`src/rtl/bus_demux_pkg.sv`:
```
// Shared configuration for the cpu memory-bus demultiplexer: default address map,
// timeout and the FSM state type.
package bus_demux_pkg;

   localparam int DEF_SLAVES = 3;

   // Element 0 is the rightmost entry: slave0 = bram, slave1 = uart, slave2 = timer.
   localparam logic [2:0][31:0] DEF_BASE = {32'h2000_0000, 32'h1000_0000, 32'h0000_0000};
   localparam logic [2:0][31:0] DEF_MASK = {32'hFFFF_FFF0, 32'hFFFF_FFF0, 32'hFF00_0000};

   localparam int BUS_TIMEOUT = 256;

   typedef enum logic [1:0] {
      ST_IDLE,
      ST_BUSY,
      ST_ERR
   } bus_state_t;

   function automatic int idx_width(input int n);
      return (n > 1) ? $clog2(n) : 1;
   endfunction

endpackage

```
`src/rtl/bus_demux_addr_decode.sv`:
```
// Priority address decoder: reports whether the address falls in any slave window
// and, if so, the lowest-numbered matching slave.
module addr_decode
   import bus_demux_pkg::*;
#(
   parameter int                      SLAVES = DEF_SLAVES,
   parameter logic [SLAVES-1:0][31:0] BASE   = DEF_BASE,
   parameter logic [SLAVES-1:0][31:0] MASK   = DEF_MASK,
   localparam int                     IDX_W  = idx_width(SLAVES)
) (
   input  logic [31:0]      addr,
   output logic             hit,
   output logic [IDX_W-1:0] idx
);

   // Scan from the top down so the lowest matching index is the one left standing.
   always_comb begin
      hit = 1'b0;
      idx = '0;
      for (int i = SLAVES - 1; i >= 0; i--) begin
         if ((addr & MASK[i]) == (BASE[i] & MASK[i])) begin
            hit = 1'b1;
            idx = IDX_W'(i);
         end
      end
   end

endmodule

```
`src/rtl/bus_demux.sv`:
```
// One-master / N-slave memory bus interconnect with a single outstanding transaction,
// decode-error and timeout-error responses.
module bus_demux
   import bus_demux_pkg::*;
#(
   parameter int                      SLAVES  = DEF_SLAVES,
   parameter logic [SLAVES-1:0][31:0] BASE    = DEF_BASE,
   parameter logic [SLAVES-1:0][31:0] MASK    = DEF_MASK,
   parameter int                      TIMEOUT = BUS_TIMEOUT
) (
   input  logic                     clk,
   input  logic                     rst,
   input  logic                     memory_valid,
   input  logic                     memory_instr,
   input  logic [31:0]              memory_addr,
   input  logic [31:0]              memory_wdata,
   input  logic [3:0]               memory_wstrb,
   output logic [31:0]              memory_rdata,
   output logic                     memory_ready,
   output logic                     memory_error,
   output logic [SLAVES-1:0]        slave_valid,
   output logic                     slave_instr,
   output logic [31:0]              slave_addr,
   output logic [31:0]              slave_wdata,
   output logic [3:0]               slave_wstrb,
   input  logic [SLAVES-1:0][31:0]  slave_rdata,
   input  logic [SLAVES-1:0]        slave_ready,
   output logic [31:0]              err_addr
);

   localparam int IDX_W = idx_width(SLAVES);
   localparam int CNT_W = (TIMEOUT > 0) ? $clog2(TIMEOUT + 1) : 1;
   localparam logic [CNT_W-1:0] CNT_LAST = (TIMEOUT > 0) ? CNT_W'(TIMEOUT - 1) : '0;

   bus_state_t       state, state_nxt;
   logic             hit;
   logic [IDX_W-1:0] hit_idx;
   logic [IDX_W-1:0] sel_q;
   logic [CNT_W-1:0] cnt_q;
   logic [31:0]      addr_q;
   logic             accept;
   logic             expire;

   addr_decode #(
      .SLAVES (SLAVES),
      .BASE   (BASE),
      .MASK   (MASK)
   ) u_decode (
      .addr (memory_addr),
      .hit  (hit),
      .idx  (hit_idx)
   );

   assign slave_instr = memory_instr;
   assign slave_addr  = memory_addr;
   assign slave_wdata = memory_wdata;
   assign slave_wstrb = memory_wstrb;

   always_ff @(posedge clk or posedge rst) begin
      if (rst) state <= ST_IDLE;
      else     state <= state_nxt;
   end

   always_comb begin
      state_nxt    = state;
      slave_valid  = '0;
      memory_ready = 1'b0;
      memory_error = 1'b0;
      memory_rdata = '0;
      accept       = 1'b0;
      expire       = 1'b0;
      case (state)
         ST_IDLE: begin
            if (memory_valid) begin
               if (hit) begin
                  slave_valid[hit_idx] = 1'b1;
                  accept               = 1'b1;
                  if (slave_ready[hit_idx]) begin
                     memory_ready = 1'b1;
                     memory_rdata = slave_rdata[hit_idx];
                  end else begin
                     state_nxt = ST_BUSY;
                  end
               end else begin
                  state_nxt = ST_ERR;
               end
            end
         end
         ST_BUSY: begin
            memory_rdata = slave_rdata[sel_q];
            if (slave_ready[sel_q]) begin
               memory_ready = 1'b1;
               state_nxt    = ST_IDLE;
            end else if (TIMEOUT != 0 && cnt_q == CNT_LAST) begin
               expire    = 1'b1;
               state_nxt = ST_ERR;
            end
         end
         ST_ERR: begin
            memory_ready = 1'b1;
            memory_error = 1'b1;
            state_nxt    = ST_IDLE;
         end
         default: state_nxt = ST_IDLE;
      endcase
      // Hold every strobe quiet while reset is asserted, even if the cpu keeps driving.
      if (rst) begin
         slave_valid  = '0;
         memory_ready = 1'b0;
         memory_error = 1'b0;
         memory_rdata = '0;
         accept       = 1'b0;
         expire       = 1'b0;
      end
   end

   always_ff @(posedge clk or posedge rst) begin
      if (rst) begin
         sel_q    <= '0;
         cnt_q    <= '0;
         err_addr <= '0;
      end else begin
         if (accept) sel_q <= hit_idx;
         if (state == ST_IDLE)                           cnt_q <= '0;
         else if (state == ST_BUSY && !slave_ready[sel_q]) cnt_q <= cnt_q + 1'b1;
         if (state == ST_IDLE && memory_valid && !hit) err_addr <= memory_addr;
         else if (expire)                               err_addr <= addr_q;
      end
   end

   // Request address kept for reporting a timed-out access.
   always_ff @(posedge clk) begin
      if (accept) addr_q <= memory_addr;
   end

endmodule

```
`config.mk`:
```
export PLATFORM = sky130hd
export DESIGN_NAME = bus_demux
export DESIGN_NICKNAME = d
export VERILOG_FILES = /design/src/rtl/bus_demux_pkg.sv /design/src/rtl/bus_demux_addr_decode.sv /design/src/rtl/bus_demux.sv
export SDC_FILE = /design/constraint.sdc
export NUM_CORES = 1
export LEC_CHECK = 0
export ABC_AREA = 1
export CORE_ASPECT_RATIO = 0.9
export CORE_MARGIN = 2
export CORE_UTILIZATION = 40
export CTS_BUF_LIST = sky130_fd_sc_hd__clkbuf_8
export DETAILED_ROUTE_END_ITERATION = 16
export DONT_BUFFER_PORTS = 1
export GPL_ROUTABILITY_DRIVEN = 1
export SYNTH_ARGS = -nofsm -noshare
export SYNTH_HDL_FRONTEND = slang
export SYNTH_SLANG_ARGS = --single-unit
```
`constraint.sdc`:
```
create_clock -name clk -period 9.7 [get_ports clk]
set_input_delay 1.94 -clock clk [delete_from_list [all_inputs] [get_ports clk]]
set_output_delay 1.94 -clock clk [all_outputs]
set_load 0.02 [all_outputs]
```
==> reports/qor.csv <==
stage,metric,value,unit
synth,synth_edf_count,32,
setup_path,cp_data_required_time,7.76,ns
pwr,ir_worst_vdd,0.124,mV
setup_path,crit_fanout,35,
global_route,grt_overflow,0,
placement,port_buffers,0,
setup_path,ff2ff_path_depth,13,
timing,period_share,65.5,%
clock_network,numCtsBuffers,9,
clock_network,ctsHoldBuffers,0,
timing,slew_viol_final,0,
setup_path,worstSetupEndpointType,output pin,
synth,synth_warnings,0,
pwr,leakage,0.00234,uW
min_path,hold_depth,1,
route,first_pass_iters,5,
placement,gp_congestion,0.769,
clock_network,h-tree-depth,3,
timing,tns,0,ns
run,maxCapViolCount,0,
route,num_vias,5370,
timing,relSlewSlack,30.9,%
setup_path,setup.worst_path.start_class,primary input,
synth,yosysTopAreaCell,dfrtp_1,
finish,drive_gt1_share,9.08,%
synth,synth_nets,1077,
finish,synthToLayoutAreaGrowth,-3.80,%
placement,dp.final_hpwl,11400,um
synth,yosysTopAreaCellShare,18.7,%
clock_network,clkTransAtPathRegs,0.08,ns
timing,max_freq,157,MHz
clock_network,cts_sinks,77,
global_route,grt_max_degree,68,
floorplan,die-area,0.0161,sq mm
synth,syn_avg_cell_area,6.67,sq um
setup_path,arrival,4.42,ns
floorplan,ios,309,
status,status,"complete, no violations",
global_route,grt_pass1_wl,26800,um
route,ant_nets,0,
finish,final_util,39.4,%
timing,skew,0.00953,ns
route,drc_errors,0,
clock_network,tritoncts,yes,
floorplan,start_util,41.0,%
route,routed_wl,17100,um
synth,synthDistinctLibCells,33,
global_route,track_usage,20.9,%
clock_network,post_cts_buffers,0,
timing,worst_slew_pin_slew,1.03,ns
synth,syn_area,0.00603,sq mm
timing,hold_viol,0,
route,drt_iter0_drc,379,
pwr,power,1040,uW
clock_network,root_buffer,clkbuf_8,
global_route,grt_pass1_vias,4945,
floorplan,rows,42,
floorplan,die_x,133,um
clock_network,cts_resized,0,
synth,synthCells,904,
timing,finalCriticalPeriod,6.36,ns
floorplan,die_h,120,um
route,wire_per_inst,17.1,um
clock_network,insertion_delay,0.36,ns
synth,synth_area_leaders,"dfrtp_1 (19%), edfxtp_1 (16%), nor2_1 (12%)",
pwr,power.density,180,mW/mm^2
synth,synth-seq-cells,77,
global_route,grt_antenna_before_repair,0,
synth,synth-seq-area-share,34.6,%
clock_network,clk_path_buf_depth,2,
synth,synthArstFlopShare,58.4,%
finish,layout.nets,972,
setup_path,crit_type,in -> out,
timing,finalSetupViolations,0,
min_path,hold_path.class,reg -> reg,
synth,synth_ff_type,dfrtp_1,
floorplan,core_area,0.0147,sq mm
finish,diodes,0,
route,avgViaCountPerCell,5.36,
timing,rsz0062_at_grt,no,
[per-stage QoR]
| step | instances | setup slack (ns) | area, sq um | hold slack [ns] |
|---|---|---|---|---|
| after global routing | 1002 | 2.99 | 5800 | 0.561 |
| after detailed placement | 986 | 3.26 | 5570 | 0.527 |
| final | 1002 | 3.34 | 5800 | 0.535 |
| after CTS | 1002 | 3.25 | 5800 | 0.541 |
| after floorplan | 904 | 3.32 | 6030 | 0.488 |
| after global placement | 986 | 3.32 | 5570 | 0.515 |
[worst max-delay path, cell delays in order]
cell and delay, ns:
nor2_1 0.21, nand2_1 0.09, nor2_1 0.09, nand2_1 0.11
nor2_4 0.72, nand2_1 0.15, nand3_2 0.16, nand3_4 0.32
nor2_1 0.21, nor2_1 0.06, nor2_1 0.33
[cell type report]
type                       count  area [sq um]
inverter                      58           218
timing repair buffer           9          67.6
fill                        1581          8920
clock buffer                   9           124
sequential                    77          2090
clock inverter                 7           106
multi-input combinational    644          2950
tap                          198           248
[layout by cell type, fill, tap and decap left out, drive strengths merged]
master  instances
o22ai           6
nor3            4
nor2          191
ha              2
nand3          75
bufinv          3
o32ai           2
nand2         182
a21boi          1
nor4            1
or2            32
buf             9
nand4          35
dfrtp          45
inv            60
clkinv          2
a21oi          37
edfxtp         32
o21ai          75
xor2            1
clkbuf          9
[per-layer routing]
metal	GRT usage, %	vias to the layer above	part of all wire (%)
met3	7.51	17	10
met4	4.32	0	0.85
li1	-	2654	-
met5	0	-	0
met2	32.2	242	46
met1	28.3	2457	43
[logic make-up after synthesis]
logic type / count (synthesis) / synth area share [%]
simple gates: 520 / 37.8
buf+inv: 183 / 16.6
compound gates: 121 / 10.4
flops: 77 / 34.6
fa+ha+maj: 2 / 0.415
xor+xnor: 1 / 0.145
[worst paths after layout]
| path | from | to | slack [ns] |
|---|---|---|---|
| max | memory_addr[23] | memory_rdata[7] | 3.34 |
| min | cnt_q[0]$_DFFE_PP0P_ | cnt_q[0]$_DFFE_PP0P_ | 0.54 |
| max reg2reg | sel_q[1]$_DFFE_PP0P_ | err_addr[22]$_DFFE_PP0P_ | 6.61 |
| min reg2reg | cnt_q[0]$_DFFE_PP0P_ | cnt_q[0]$_DFFE_PP0P_ | 0.54 |
| max in group asynchronous | rst | err_addr[24]$_DFFE_PP0P_ | 7.19 |
| min in group asynchronous | rst | cnt_q[0]$_DFFE_PP0P_ | 1.42 |
[power by group]
group / internal, uW / switching (uW)
Sequential: 406 / 132
Clock: 168 / 115
Combinational: 80.4 / 143
Total: 654 / 391
[state kept, by name, summed over array words and instances, names as in the netlist]
register  cells
state         2
sel_q         2
addr_q       32
err_addr     32
cnt_q         9
[cells in the mapped netlist (all sizes together) (2+ instances only)]
master and number:
clkbuf 34, dfrtp 45, nor2 191, nand2 182
o22ai 6, o21ai 75, buf 91, or2 32
nor3 4, ha 2, edfxtp 32, o32ai 2
inv 57, nand4 35, a21oi 37, nand3 75
No activity file was read; power rests on OpenSTA's default activity.
